[config.mk]
export PLATFORM = sky130hd
export DESIGN_NAME = s_term_pipe_tile
export DESIGN_NICKNAME = d
export VERILOG_FILES = /design/src/rtl/s_term_pipe_tile_pkg.sv /design/src/rtl/s_term_pipe_group.sv /design/src/rtl/s_term_pipe_tile.sv
export SDC_FILE = /design/constraint.sdc
export NUM_CORES = 1
export LEC_CHECK = 0
export ABC_AREA = 1
export BUFFER_PORTS_ARGS = -buffer_cell sky130_fd_sc_hd__buf_2
export CORE_MARGIN = 4
export CORE_UTILIZATION = 29
export DETAILED_ROUTE_END_ITERATION = 8
export GPL_ROUTABILITY_DRIVEN = 0
export MAX_ROUTING_LAYER = met4
export PLACE_DENSITY_LB_ADDON = 0.1
export SYNTH_ARGS = -nofsm -noshare
export SYNTH_HDL_FRONTEND = slang
export SYNTH_HIERARCHICAL = 1
export SYNTH_SLANG_ARGS = --single-unit
[constraint.sdc]
create_clock -name UserCLK -period 1.45 [get_ports UserCLK]
set_input_delay 0.0725 -clock UserCLK [delete_from_list [all_inputs] [get_ports UserCLK]]
set_output_delay 0.0725 -clock UserCLK [all_outputs]
set_load 0.005 [all_outputs]
[src/rtl/s_term_pipe_tile_pkg.sv]
// Shared definitions for the south-terminating pipe tile: group mode
// encodings and the per-group fill FSM state type.
package s_term_pipe_tile_pkg;

  typedef enum logic [1:0] {
    MODE_PASS = 2'b00,
    MODE_REG  = 2'b01,
    MODE_TIE0 = 2'b10,
    MODE_TIE1 = 2'b11
  } mode_e;

  typedef enum logic {
    RUN  = 1'b0,
    FILL = 1'b1
  } fill_state_e;

  localparam int unsigned CFG_BITS = 8;

endpackage

[src/rtl/s_term_pipe_group.sv]
// One wire group: mode mux, free-running delay pipeline, and the fill FSM that
// masks the registered output until the pipeline holds post-config data.
module s_term_pipe_group
  import s_term_pipe_tile_pkg::*;
#(
  parameter int unsigned W          = 4,
  parameter int unsigned PIPE_DEPTH = 2
) (
  input  logic         clk,
  input  logic         rst,
  input  mode_e        mode,
  input  logic         load,
  input  mode_e        mode_nxt,
  input  logic [W-1:0] din,
  output logic [W-1:0] dout,
  output logic         ready
);

  localparam int unsigned CW = $clog2(PIPE_DEPTH + 1);

  logic [W-1:0] pipe [PIPE_DEPTH];
  fill_state_e  state, state_nxt;
  logic [CW-1:0] cnt, cnt_nxt;

  // The pipeline shifts regardless of mode so data is already valid on RUN.
  always_ff @(posedge clk or posedge rst) begin
    if (rst) begin
      for (int unsigned i = 0; i < PIPE_DEPTH; i++) pipe[i] <= '0;
    end else begin
      pipe[0] <= din;
      for (int unsigned i = 1; i < PIPE_DEPTH; i++) pipe[i] <= pipe[i-1];
    end
  end

  always_ff @(posedge clk or posedge rst) begin
    if (rst) begin
      state <= RUN;
      cnt   <= '0;
    end else begin
      state <= state_nxt;
      cnt   <= cnt_nxt;
    end
  end

  // A mode change wins over fill progress; an unchanged reload is ignored.
  always_comb begin
    state_nxt = state;
    cnt_nxt   = cnt;
    if (load && (mode_nxt != mode)) begin
      cnt_nxt   = '0;
      state_nxt = (mode_nxt == MODE_REG) ? FILL : RUN;
    end else if (state == FILL) begin
      cnt_nxt = cnt + 1'b1;
      if (cnt == CW'(PIPE_DEPTH - 1)) state_nxt = RUN;
    end
  end

  always_comb begin
    dout = '0;
    unique case (mode)
      MODE_PASS: dout = din;
      MODE_REG:  dout = (state == RUN) ? pipe[PIPE_DEPTH-1] : '0;
      MODE_TIE0: dout = '0;
      MODE_TIE1: dout = '1;
      default:   dout = '0;
    endcase
  end

  assign ready = (state == RUN);

endmodule

[src/rtl/s_term_pipe_tile.sv]
// South-terminating pipe tile: routes S wire groups to N outputs under a
// frame-loaded 8-bit configuration, two mode bits per group.
module s_term_pipe_tile
  import s_term_pipe_tile_pkg::*;
#(
  parameter int unsigned MaxFramesPerCol = 20,
  parameter int unsigned FrameBitsPerRow = 32,
  parameter int unsigned W1             = 4,
  parameter int unsigned W2             = 8,
  parameter int unsigned W4             = 16,
  parameter int unsigned PIPE_DEPTH     = 2,
  parameter int unsigned CFG_FRAME      = 0
) (
  input  logic                       UserCLK,
  input  logic                       RST,
  input  logic [FrameBitsPerRow-1:0] FrameData,
  input  logic [MaxFramesPerCol-1:0] FrameStrobe,
  output logic [FrameBitsPerRow-1:0] FrameData_O,
  output logic [MaxFramesPerCol-1:0] FrameStrobe_O,
  input  logic [W1-1:0]              S1END,
  input  logic [W2-1:0]              S2MID,
  input  logic [W2-1:0]              S2END,
  input  logic [W4-1:0]              S4END,
  output logic [W1-1:0]              N1BEG,
  output logic [W2-1:0]              N2BEG,
  output logic [W2-1:0]              N2BEGb,
  output logic [W4-1:0]              N4BEG,
  output logic [3:0]                 GrpReady
);

  logic [CFG_BITS-1:0] cfg;
  logic [CFG_BITS-1:0] cfg_in;
  logic                load;

  assign load   = FrameStrobe[CFG_FRAME];
  assign cfg_in = FrameData[CFG_BITS-1:0];

  always_ff @(posedge UserCLK or posedge RST) begin
    if (RST)       cfg <= '0;
    else if (load) cfg <= cfg_in;
  end

  assign FrameData_O   = FrameData;
  assign FrameStrobe_O = FrameStrobe;

  s_term_pipe_group #(.W(W1), .PIPE_DEPTH(PIPE_DEPTH)) u_g0 (
    .clk(UserCLK), .rst(RST), .mode(mode_e'(cfg[1:0])), .load(load),
    .mode_nxt(mode_e'(cfg_in[1:0])), .din(S1END), .dout(N1BEG), .ready(GrpReady[0])
  );

  s_term_pipe_group #(.W(W2), .PIPE_DEPTH(PIPE_DEPTH)) u_g1 (
    .clk(UserCLK), .rst(RST), .mode(mode_e'(cfg[3:2])), .load(load),
    .mode_nxt(mode_e'(cfg_in[3:2])), .din(S2MID), .dout(N2BEG), .ready(GrpReady[1])
  );

  s_term_pipe_group #(.W(W2), .PIPE_DEPTH(PIPE_DEPTH)) u_g2 (
    .clk(UserCLK), .rst(RST), .mode(mode_e'(cfg[5:4])), .load(load),
    .mode_nxt(mode_e'(cfg_in[5:4])), .din(S2END), .dout(N2BEGb), .ready(GrpReady[2])
  );

  s_term_pipe_group #(.W(W4), .PIPE_DEPTH(PIPE_DEPTH)) u_g3 (
    .clk(UserCLK), .rst(RST), .mode(mode_e'(cfg[7:6])), .load(load),
    .mode_nxt(mode_e'(cfg_in[7:6])), .din(S4END), .dout(N4BEG), .ready(GrpReady[3])
  );

endmodule

==> results.md <==
* CTS sink cnt at 92
* GRT Resource Usage Total at 12.57%
* Sw Pwr at 1778 µW
* Synth Register Bits at 92
* Clock group share of total power at 39.4%
* Cell variety after synth at 20
* Drt pass-1 iters at 4
* Max Clk Rate at 675.3 MHz
* CTS Buf Count at 9
* Final period util at 102.1%
* Crit path setup slack, layout at -0.03089 ns
* CP required at 1.38 ns
* Clock H-tree levels at 3
* Netlist Area Pre-Place at 0.004016 mm²
* Max-cap check violation count at 0
* Largest net degree at the start of global routing at 36
* Failing checks: negative setup slack
* CTS tree: done
* Die Height at 125.7 µm
* RSZ-0062 raised after global routing: yes
* # diodes at 0
* Buffers on Ports at 95
* Final slew viol count at 0
* Clk Latency, worst-skew pair at 0.34 ns
* Critical path endpoint category: primary output
* Rows at 42
* Worst EP arrival at 1.41 ns
* Combinational share of power at 18.2%
* Max Buffers Root-to-Sink at 2
* CP startpoint kind: register
* Slowest stage delay, CP at 0.43 ns
* Core box area at 0.01340 mm²
* Detailed-route DRC error count at 0
* Root buf cell: clkbuf_16
* Via Count at 2951
* Final-layout fill cell count at 1320
* Net count after synthesis at 491
* Int Power at 5034 µW
* Remaining global-route overflow at 0
* Worst-Margin Slew at 0.4485 ns
* Boundary Pins at 182
* Antenna Violating Nets Remaining at 0
* Highest-delay cell along the critical path: dfrtp_2
* Yosys warnings at 6
* Die Footprint at 0.01580 mm²
* Hold slack at 0.05293 ns
* Vias per inst at 4.302
* Final setup viols at 1
* First-pass GRT wire length at 15230 µm
* Sum Neg Setup Slack at -0.03089 ns
* Crit Path Max Fanout at 6
* Critical-path cell list: clkinvlp_4 -> a21oi_1 -> o21ai_0 -> buf_2
* Setup CP Type: register to primary output
* Commonest cells after routing, fill and taps aside: buf_2, dfrtp_1, nand2_1
* Max IR drop VDD at 0.5329 mV
* Placed wire-length estimate at 5919 µm
* Pleak at 0.002566 µW
* Area growth from synthesis to layout at 35.14%
* Final hold vios at 0
* Die X-Extent at 125.7 µm
* Vias in the first global route at 2972
* Final wirelength at 9841 µm
* Starting density of the core at 29.97%
* Switching Share at 26.10%
* Power Density at 1255 mW/mm²
* Layout cells sized above 1 at 38.82%
* Post-DR wirelength/cell at 14.35 µm
* Hold Path Class: primary input to register
* R2R Setup Slk at 0.19 ns
* Outcome: finished with violations
* Clock transition at the registers of the reported paths at 0.06 ns
* Initial antenna violation count at 0
* Skew final at 0.002774 ns
* Fin nets at 599
* DR iter-0 viols at 164
* Sequential share of power at 42.4%
* Crit path time final at 1.481 ns
* Commonest non-fill, non-tap cell in the layout: buf_2
* Cell count after synthesis at 397
* Seq/Total Area, Yosys at 57.32%
* Relative slew margins at 70.06%
* Avg Cell Area, Syn at 10.12 µm²
==> sequential cells by signal, indices dropped and copies added, names as in the netlist <==
register,flops
u_g3/pipe,32
u_g1/pipe,16
u_g2/pipe,16
cfg,8
u_g0/pipe,8
u_g0/cnt,2
u_g1/cnt,2
u_g2/cnt,2
u_g3/cnt,2
u_g0/state,1
u_g1/state,1
u_g2/state,1
u_g3/state,1
==> synth_stat cells <==
| cell | number | area [µm²] |
|---|---|---|
| nand2_4 | 6 | 67.56 |
| nand2_1 | 53 | 198.9 |
| nor2_1 | 8 | 30.03 |
| inv_2 | 6 | 22.52 |
| inv_6 | 3 | 26.28 |
| a21boi_2 | 2 | 22.52 |
| o21ai_0 | 29 | 145.1 |
| dfrtp_1 | 92 | 2302 |
| a21oi_1 | 40 | 200.2 |
| nand3_1 | 40 | 200.2 |
| o21ai_1 | 11 | 55.05 |
| buf_4 | 55 | 412.9 |
| nand2_2 | 9 | 56.30 |
| inv_1 | 21 | 78.83 |
| buf_2 | 5 | 25.02 |
| clkbuf_2 | 1 | 5.000 |
| ha_1 | 4 | 50.05 |
| a21boi_1 | 2 | 15.01 |
| xnor2_1 | 4 | 35.03 |
| buf_6 | 6 | 67.56 |
==> area by class of cell <==
cell class	count	area (µm²)	share of cell area (%)
repair inverters	3	21.27	0.3919
clock buffers	10	229.0	4.219
multi-input cells	208	1206	22.22
well taps	176	220.2	4.057
flip-flops and latches	92	2311	42.58
repair buffers	161	1177	21.69
inverters	30	150.1	2.766
clock inverters	6	112.6	2.075
==> repair_timing <==
action / CTS / global route
hold buffers: 45 / 0
pin swaps: 0 / 4
hold endpoints to repair: 136 / 0
endpoints found under the setup margin: 32 / 36
gates resized for setup: 12 / 56
cloned: 2 / 5
buffers inserted: 5 / 4
==> through the flow <==
| step | setup WS, ns | cells | power, µW | utilization, % | instance area (µm²) |
|---|---|---|---|---|---|
| after floorplan | 0.4503 | 397 | 3592 | - | 4016 |
| after CTS | -0.01123 | 677 | 6756 | 38.38 | 5142 |
| after global routing | -0.08578 | 686 | 7195 | 40.50 | 5428 |
| after global placement | 0.2359 | 609 | 3847 | 31.90 | 4274 |
| after detailed placement | 0.2193 | 609 | 3864 | 31.90 | 4274 |
| final | -0.03089 | 686 | 6812 | 40.50 | 5428 |
==> worst paths after layout <==
check                                   startpoint                       to  cells after the start
max                           u_g2/state$_DFF_PP0_                N2BEGb[6]                      4
max reg2reg                   u_g1/state$_DFF_PP0_  u_g1/cnt[1]$_DFFE_PP0P_                      6
min in group asynchronous                      RST       cfg[7]$_DFFE_PP0P_                      3
min                                 FrameStrobe[0]  u_g2/cnt[1]$_DFFE_PP0P_                      2
min reg2reg                u_g1/pipe[12]$_DFF_PP0_   u_g1/pipe[4]$_DFF_PP0_                      0
max in group asynchronous                      RST     u_g3/state$_DFF_PP0_                      4
==> critical path, delay by kind of cell, from the launching register on <==
kind / cells / cell delay (ns)
AO/OA/AOI/OAI: 2 / 0.30
flip-flops: 1 / 0.43
buffers and inverters: 2 / 0.34
==> cell families (layout without fill, tap and decap cells) <==
group                      Yosys count  after routing  synth area share (%)
AOI/OAI and AO/OA                   84             84                 10.90
adders and majority gates            4              4                 1.246
DFF                                 92             92                 57.32
buffers and inverters               97            210                 15.89
and+or+nand+nor                    116            116                 13.77
xor gates and xnor gates             4              4                0.8722
==> power by group through the flow <==
stage / sequential (µW) / combinational [µW] / clock [µW]
3_5_place_dp: 2900 / 963 / 0
3_3_place_gp: 2900 / 950 / 0
2_1_floorplan: 2860 / 735 / 0
6_report: 2890 / 1240 / 2680
4_1_cts: 2870 / 1100 / 2790
5_1_grt: 2910 / 1390 / 2890
==> routing by layer <==
layer	routed length, µm	track usage (%)	share of wire (%)	vias to the layer above
li1	-	-	-	1452
met4	182	5.548	1.8	0
met5	0	-	0	-
met1	4405	15.26	45	1394
met2	4689	19.32	48	74
met3	564	3.937	5.7	31
Note: power is estimated with default switching activity, not from simulation.
